**config.mk**
```make
export PLATFORM = sky130hd
export DESIGN_NAME = frame_config_loader_flat
export DESIGN_NICKNAME = d
export VERILOG_FILES = /design/src/rtl/frame_config_loader_if.sv /design/src/rtl/frame_config_loader.sv /design/src/flat_wrapper.sv
export SDC_FILE = /design/constraint.sdc
export NUM_CORES = 1
export LEC_CHECK = 0
export CORE_MARGIN = 2
export CORE_UTILIZATION = 50
export DETAILED_ROUTE_END_ITERATION = 12
export GPL_TIMING_DRIVEN = 0
export PLACE_DENSITY_LB_ADDON = 0.05
export SLEW_MARGIN = 20
export SYNTH_ARGS = -nofsm -noshare
export SYNTH_HDL_FRONTEND = slang
export SYNTH_SLANG_ARGS = --single-unit
```
**constraint.sdc**
```tcl
create_clock -name clk_i -period 3.7 [get_ports clk_i]
set_input_delay 0.74 -clock clk_i [delete_from_list [all_inputs] [get_ports clk_i]]
set_output_delay 0.74 -clock clk_i [all_outputs]
set_load 0.005 [all_outputs]
```
**src/rtl/frame_config_loader_if.sv**
```systemverilog
// Byte-stream handshake between a byte source (normally the USB CDC OUT endpoint) and
// frame_config_loader. A byte transfers on any clock edge where byte_valid and byte_ready
// are both high.
interface frame_config_loader_if;
  logic [7:0] byte_data;
  logic       byte_valid;
  logic       byte_ready;

  modport master (
    output byte_data,
    output byte_valid,
    input  byte_ready
  );

  modport slave (
    input  byte_data,
    input  byte_valid,
    output byte_ready
  );
endinterface

```
**src/rtl/frame_config_loader.sv**
```systemverilog
// frame_config_loader: turns a command byte stream into fabric configuration traffic.
// Assembles 32-bit little-endian frame words onto frame_data_o, pulses one FrameStrobe bit
// per word and issues APPLY_INIT pulses.
// Optional feature macro CFG_CRC_EN: every write command is followed by a CRC-8 byte
// (poly 0x07, init 0x00) covering cmd, idx, cnt and data bytes; INIT is suppressed while
// err_o is set.
module frame_config_loader #(
  parameter int unsigned FRAME_BITS = 32,
  parameter int unsigned MAX_FRAMES = 21,
  parameter logic [7:0]  WR_CMD     = 8'hA5,
  parameter logic [7:0]  INIT_CMD   = 8'h5A,
  parameter logic [7:0]  CLR_CMD    = 8'h00
) (
  input  logic                  clk_i,
  input  logic                  rstn_i,
  frame_config_loader_if.slave  byte_if,
  output logic [FRAME_BITS-1:0] frame_data_o,
  output logic [MAX_FRAMES-1:0] frame_strobe_o,
  output logic                  apply_init_o,
  output logic                  busy_o,
  output logic                  err_o,
  output logic [15:0]           words_o
);

`ifdef CFG_CRC_EN
  typedef enum logic [2:0] {
    StIdle, StIdx, StCnt, StData, StSetup, StStrobe, StHold, StCrc
  } state_e;
`else
  typedef enum logic [2:0] {
    StIdle, StIdx, StCnt, StData, StSetup, StStrobe, StHold
  } state_e;
`endif

  state_e                state_q;
  logic [7:0]            idx_q;
  logic [7:0]            cnt_q;
  logic [1:0]            bcnt_q;
  logic [23:0]           asm_q;
  logic                  dry_q;
  logic [MAX_FRAMES-1:0] strobe_dec;
  logic                  xfer;
  logic [7:0]            din;
`ifdef CFG_CRC_EN
  logic [7:0]            crc_q;

  function automatic logic [7:0] crc8(input logic [7:0] crc, input logic [7:0] data);
    logic [7:0] r;
    r = crc ^ data;
    for (int i = 0; i < 8; i++) begin
      r = r[7] ? ((r << 1) ^ 8'h07) : (r << 1);
    end
    return r;
  endfunction
`endif

  assign din  = byte_if.byte_data;
  assign xfer = byte_if.byte_valid & byte_if.byte_ready;

  // Ready only while waiting for stream bytes; the strobe sequence stalls the source.
  always_comb begin
    byte_if.byte_ready = 1'b0;
    busy_o             = (state_q != StIdle);
    unique case (state_q)
      StIdle, StIdx, StCnt, StData: byte_if.byte_ready = 1'b1;
`ifdef CFG_CRC_EN
      StCrc:                        byte_if.byte_ready = 1'b1;
`endif
      default:                      byte_if.byte_ready = 1'b0;
    endcase
  end

  // One-hot decode of the latched frame index; out-of-range indices decode to zero.
  always_comb begin
    strobe_dec = '0;
    for (int i = 0; i < MAX_FRAMES; i++) begin
      if (idx_q == 8'(i)) strobe_dec[i] = 1'b1;
    end
  end

  // Command sequencer with registered outputs.
  always_ff @(posedge clk_i) begin
    if (!rstn_i) begin
      state_q        <= StIdle;
      idx_q          <= '0;
      cnt_q          <= '0;
      bcnt_q         <= '0;
      asm_q          <= '0;
      dry_q          <= 1'b0;
      frame_data_o   <= '0;
      frame_strobe_o <= '0;
      apply_init_o   <= 1'b0;
      err_o          <= 1'b0;
      words_o        <= '0;
`ifdef CFG_CRC_EN
      crc_q          <= '0;
`endif
    end else begin
      apply_init_o   <= 1'b0;
      frame_strobe_o <= '0;
      unique case (state_q)
        StIdle: begin
          if (xfer) begin
            if (din == WR_CMD) begin
              state_q <= StIdx;
`ifdef CFG_CRC_EN
              crc_q   <= crc8(8'h00, din);
`endif
            end else if (din == INIT_CMD) begin
`ifdef CFG_CRC_EN
              apply_init_o <= ~err_o;
`else
              apply_init_o <= 1'b1;
`endif
            end else if (din == CLR_CMD) begin
              err_o <= 1'b0;
            end else begin
              err_o <= 1'b1;
            end
          end
        end
        StIdx: begin
          if (xfer) begin
            idx_q   <= din;
            state_q <= StCnt;
            // An invalid index still consumes the whole command, but strobes nothing.
            if (32'(din) >= MAX_FRAMES) begin
              err_o <= 1'b1;
              dry_q <= 1'b1;
            end else begin
              dry_q <= 1'b0;
            end
`ifdef CFG_CRC_EN
            crc_q <= crc8(crc_q, din);
`endif
          end
        end
        StCnt: begin
          if (xfer) begin
            cnt_q  <= din;
            bcnt_q <= '0;
            if (din == 8'd0) begin
`ifdef CFG_CRC_EN
              state_q <= StCrc;
`else
              state_q <= StIdle;
`endif
            end else begin
              state_q <= StData;
            end
`ifdef CFG_CRC_EN
            crc_q <= crc8(crc_q, din);
`endif
          end
        end
        StData: begin
          if (xfer) begin
            bcnt_q <= bcnt_q + 2'd1;
            unique case (bcnt_q)
              2'd0: asm_q[7:0]   <= din;
              2'd1: asm_q[15:8]  <= din;
              2'd2: asm_q[23:16] <= din;
              default: begin
                frame_data_o <= {din, asm_q};
                state_q      <= StSetup;
              end
            endcase
`ifdef CFG_CRC_EN
            crc_q <= crc8(crc_q, din);
`endif
          end
        end
        StSetup: begin
          state_q <= StStrobe;
          if (!dry_q) begin
            frame_strobe_o <= strobe_dec;
            words_o        <= words_o + 16'd1;
          end
        end
        StStrobe: begin
          cnt_q   <= cnt_q - 8'd1;
          state_q <= StHold;
        end
        StHold: begin
          if (cnt_q != 8'd0) begin
            state_q <= StData;
          end else begin
`ifdef CFG_CRC_EN
            state_q <= StCrc;
`else
            state_q <= StIdle;
`endif
          end
        end
`ifdef CFG_CRC_EN
        StCrc: begin
          if (xfer) begin
            if (din != crc_q) err_o <= 1'b1;
            state_q <= StIdle;
          end
        end
`endif
        default: state_q <= StIdle;
      endcase
    end
  end

endmodule

```
**src/flat_wrapper.sv**
```systemverilog
// flat-port wrapper written by rule: the top's interface ports become plain ports
module frame_config_loader_flat 
#(
  parameter int unsigned FRAME_BITS = 32,
  parameter int unsigned MAX_FRAMES = 21,
  parameter logic [7:0]  WR_CMD     = 8'hA5,
  parameter logic [7:0]  INIT_CMD   = 8'h5A,
  parameter logic [7:0]  CLR_CMD    = 8'h00
)
  (clk_i, rstn_i, frame_data_o, frame_strobe_o, apply_init_o, busy_o, err_o, words_o, byte_if_byte_data, byte_if_byte_valid, byte_if_byte_ready);
  frame_config_loader_if byte_if_i ();
  input  logic clk_i;
  input  logic rstn_i;
  output logic [FRAME_BITS-1:0] frame_data_o;
  output logic [MAX_FRAMES-1:0] frame_strobe_o;
  output logic apply_init_o;
  output logic busy_o;
  output logic err_o;
  output logic [15:0] words_o;
  input wire logic [$bits(byte_if_i.byte_data)-1:0] byte_if_byte_data;
  input wire logic [$bits(byte_if_i.byte_valid)-1:0] byte_if_byte_valid;
  output wire logic [$bits(byte_if_i.byte_ready)-1:0] byte_if_byte_ready;
  assign byte_if_i.byte_data = byte_if_byte_data;
  assign byte_if_i.byte_valid = byte_if_byte_valid;
  assign byte_if_byte_ready = byte_if_i.byte_ready;
  frame_config_loader #(.FRAME_BITS(FRAME_BITS), .MAX_FRAMES(MAX_FRAMES), .WR_CMD(WR_CMD), .INIT_CMD(INIT_CMD), .CLR_CMD(CLR_CMD)) u_core (.clk_i(clk_i), .rstn_i(rstn_i), .byte_if(byte_if_i), .frame_data_o(frame_data_o), .frame_strobe_o(frame_strobe_o), .apply_init_o(apply_init_o), .busy_o(busy_o), .err_o(err_o), .words_o(words_o));
endmodule
```
==> metrics.md <==
| Metric | Value |
|---|---|
| Final nets | `676` |
| DR pass1 iterations | `5` |
| CTS max path bufs | `2` |
| Fin Setup TNS | `0 ns` |
| Post-synthesis sequential area ratio | `50.54%` |
| Synthesis-to-layout area growth | `32.34%` |
| Setup Skew | `0.01034 ns` |
| RSZ-0062 raised after global routing | `no` |
| Initial antenna violation count | `0` |
| Design Power | `3006 µW` |
| Residual DRC | `0` |
| Post-CTS sizing | `0` |
| Port Buffer Count | `75` |
| Global-route wire length before repair | `19500 µm` |
| Row cnt | `35` |
| GRT Residual Overflow | `0` |
| Worst Tran Pin Value | `0.9833 ns` |
| Hold Crit Class | `reg -> reg` |
| Vias in the first global route | `4000` |
| Routability congestion estimate | `0.9245` |
| Synth unique cells | `51` |
| #FFs+latches synth | `117` |
| # setup viols final | `0` |
| Clk sinks | `117` |
| Most common cell after layout, fill and taps aside | `nand2_1` |
| Final Hold Viols | `0` |
| # IOs | `84` |
| Fraction of layout cells with a size suffix above 1 | `5.970%` |
| Crit Path Class | `reg -> out` |
| Initial DRC count | `242` |
| Vias | `4361` |
| Via-per-instance ratio | `5.584` |
| Rel. slew slack | `33.52%` |
| Final Critical Period | `2.660 ns` |
| Req. time, crit path | `2.96 ns` |
| Critical path cell sequence | `buf_4, clkbuf_1, inv_1, clkdlybuf4s50_1` |
| Critical Path End Type | `output port` |
| Syn Area/Cell | `8.217 µm²` |
| Post-Syn Nets | `582` |
| Critical-path top delay cell | `clkdlybuf4s50_1` |
| YS warnings | `0` |
| CTS tree | `done` |
| Status | `complete, no violations` |
| Core area | `0.009109 mm²` |
| Max_cap viols | `0` |
| Post-CTS Setup Inserts | `0` |
| Slew Viols, Final | `0` |
| Die X | `100.3 µm` |
| Commonest non-fill, non-tap cells in the layout | `nand2_1 (127), dfxtp_1 (117), a21oi_1 (80)` |
| P per Cell Area | `490.1 mW/mm²` |
| Syn Std Cell Area | `0.004634 mm²` |
| Post-Syn Instances | `564` |
| Static Leak | `0.002013 µW` |
| Largest net degree at the start of global routing | `17` |
| H-tree depth | `4` |
| CP arrival | `1.92 ns` |
| Clock slew at reported path FFs | `0.06 ns` |
| CP max FO | `10` |
| Minimum hold slack | `0.4515 ns` |
| Tcrit/Tclk final | `71.88%` |
| Primary FF master, synth | `dfxtp_1` |
| Worst skew pair latency | `0.52 ns` |
| Fmax | `376.0 MHz` |
| Reg2Reg Setup Slack | `1.54 ns` |
| Num CTS Buffers | `17` |
| CTS Root Cell | `clkbuf_8` |
| Wirelength per Cell | `15.37 µm` |
| Startpoint class of the critical path | `register` |
| Final ANT Viol Nets | `0` |
| Die Area | `0.01006 mm²` |
| Die Ht | `100.3 µm` |
| Hold buffer count at cts | `0` |
| Total wire length | `12010 µm` |
| DP Wirelength | `8123 µm` |
| Initial Utilization | `50.88%` |
| CP peak stage delay | `0.47 ns` |
| N_diodes | `0` |
| FFs w/ async S/R, synth | `0%` |
| VDD IR max | `0.3276 mV` |
| EDFF count, synth | `0` |
| Tot GR Track Use | `24.79%` |
==> layer usage <==
layer	GRT usage, %	vias up	share of wire (%)
met5	0	-	0
met4	8.114	0	1.5
met3	6.964	23	5.9
met2	39.70	158	47
met1	32.44	2038	46
li1	-	2142	-
==> final cells by class <==
type | instances | area, µm²
Buffer | 38 | 148.9
Clock buffer | 19 | 431.7
Clock inverter | 12 | 177.7
Fill cell | 772 | 2975
Inverter | 11 | 41.29
Multi-Input combinational cell | 398 | 2102
Sequential cell | 117 | 2342
Tap cell | 111 | 138.9
Timing Repair Buffer | 75 | 750.7
==> power by group <==
| group | switching [µW] | leakage, µW | internal [µW] |
|---|---|---|---|
| combinational | 45.0 | 0.000785 | 12.4 |
| clock | 580 | 0.000286 | 1110 |
| sequential | 0.718 | 0.000942 | 1260 |
==> registers in the layout, indices dropped and copies added (netlist names) <==
register	cells
u_core.apply_init_o	1
u_core.frame_strobe_o	21
u_core.asm_q	24
u_core.state_q	3
u_core.frame_data_o	32
u_core.cnt_q	8
u_core.bcnt_q	2
u_core.err_o	1
u_core.idx_q	8
u_core.dry_q	1
u_core.words_o	16
==> through the flow <==
stage / instance area (µm²) / utilization (%) / instances / setup slack, ns
floorplan: 4634 / - / 564 / 1.453
global placement: 5524 / 60.65 / 750 / 1.065
detailed placement: 5524 / 60.65 / 750 / 1.001
CTS: 6133 / 67.34 / 781 / 1.040
global route: 6133 / 67.34 / 781 / 0.9355
finish: 6133 / 67.34 / 781 / 1.040
==> critical path: cells and delay by family (launching register included) <==
kind	cells	cell delay, ns
buf+inv	4	1.09
flops	1	0.30
==> final timing paths <==
kind	start	end	cells past startpoint
worst min register to register	u_core.frame_data_o[10]$_SDFFE_PN0P_	u_core.frame_data_o[10]$_SDFFE_PN0P_	2
worst min-delay path	u_core.frame_data_o[10]$_SDFFE_PN0P_	u_core.frame_data_o[10]$_SDFFE_PN0P_	2
worst max-delay path	u_core.state_q[2]$_SDFFE_PN0P_	byte_if_byte_ready	4
worst max register to register	u_core.state_q[2]$_SDFFE_PN0P_	u_core.words_o[15]$_SDFFE_PN0P_	6
==> kinds of logic after synthesis <==
group | synth area share (%)
compound gates | 13.66
xor+xnor | 1.701
fa+ha+maj | 1.890
buf+inv | 4.103
flops | 50.54
mux | 0.4320
simple gates | 27.67
==> Yosys cell counts (all sizes together), types with 3 or more instances <==
| library cell | instances | area, µm² |
|---|---|---|
| xnor2 | 5 | 43.79 |
| o21ai | 9 | 45.04 |
| nand2 | 127 | 476.7 |
| nand4b | 3 | 26.28 |
| nor4 | 7 | 43.79 |
| inv | 11 | 41.29 |
| nand3 | 34 | 170.2 |
| nor4b | 3 | 26.28 |
| xor2 | 4 | 35.03 |
| nor3b | 3 | 22.52 |
| nor3 | 11 | 55.05 |
| or3 | 5 | 36.28 |
| ha | 7 | 87.58 |
| clkbuf | 35 | 132.6 |
| nand4 | 6 | 37.54 |
| or2 | 3 | 18.77 |
| dfxtp | 117 | 2342 |
| and2 | 3 | 18.77 |
| a31oi | 3 | 18.77 |
| or4 | 7 | 52.55 |
| a21oi | 80 | 400.4 |
| and4 | 3 | 26.28 |
| buf | 3 | 16.26 |
| nand3b | 6 | 45.04 |
| o31ai | 3 | 22.52 |
| nor2 | 37 | 138.9 |
Note: power is estimated with default switching activity, not from simulation.
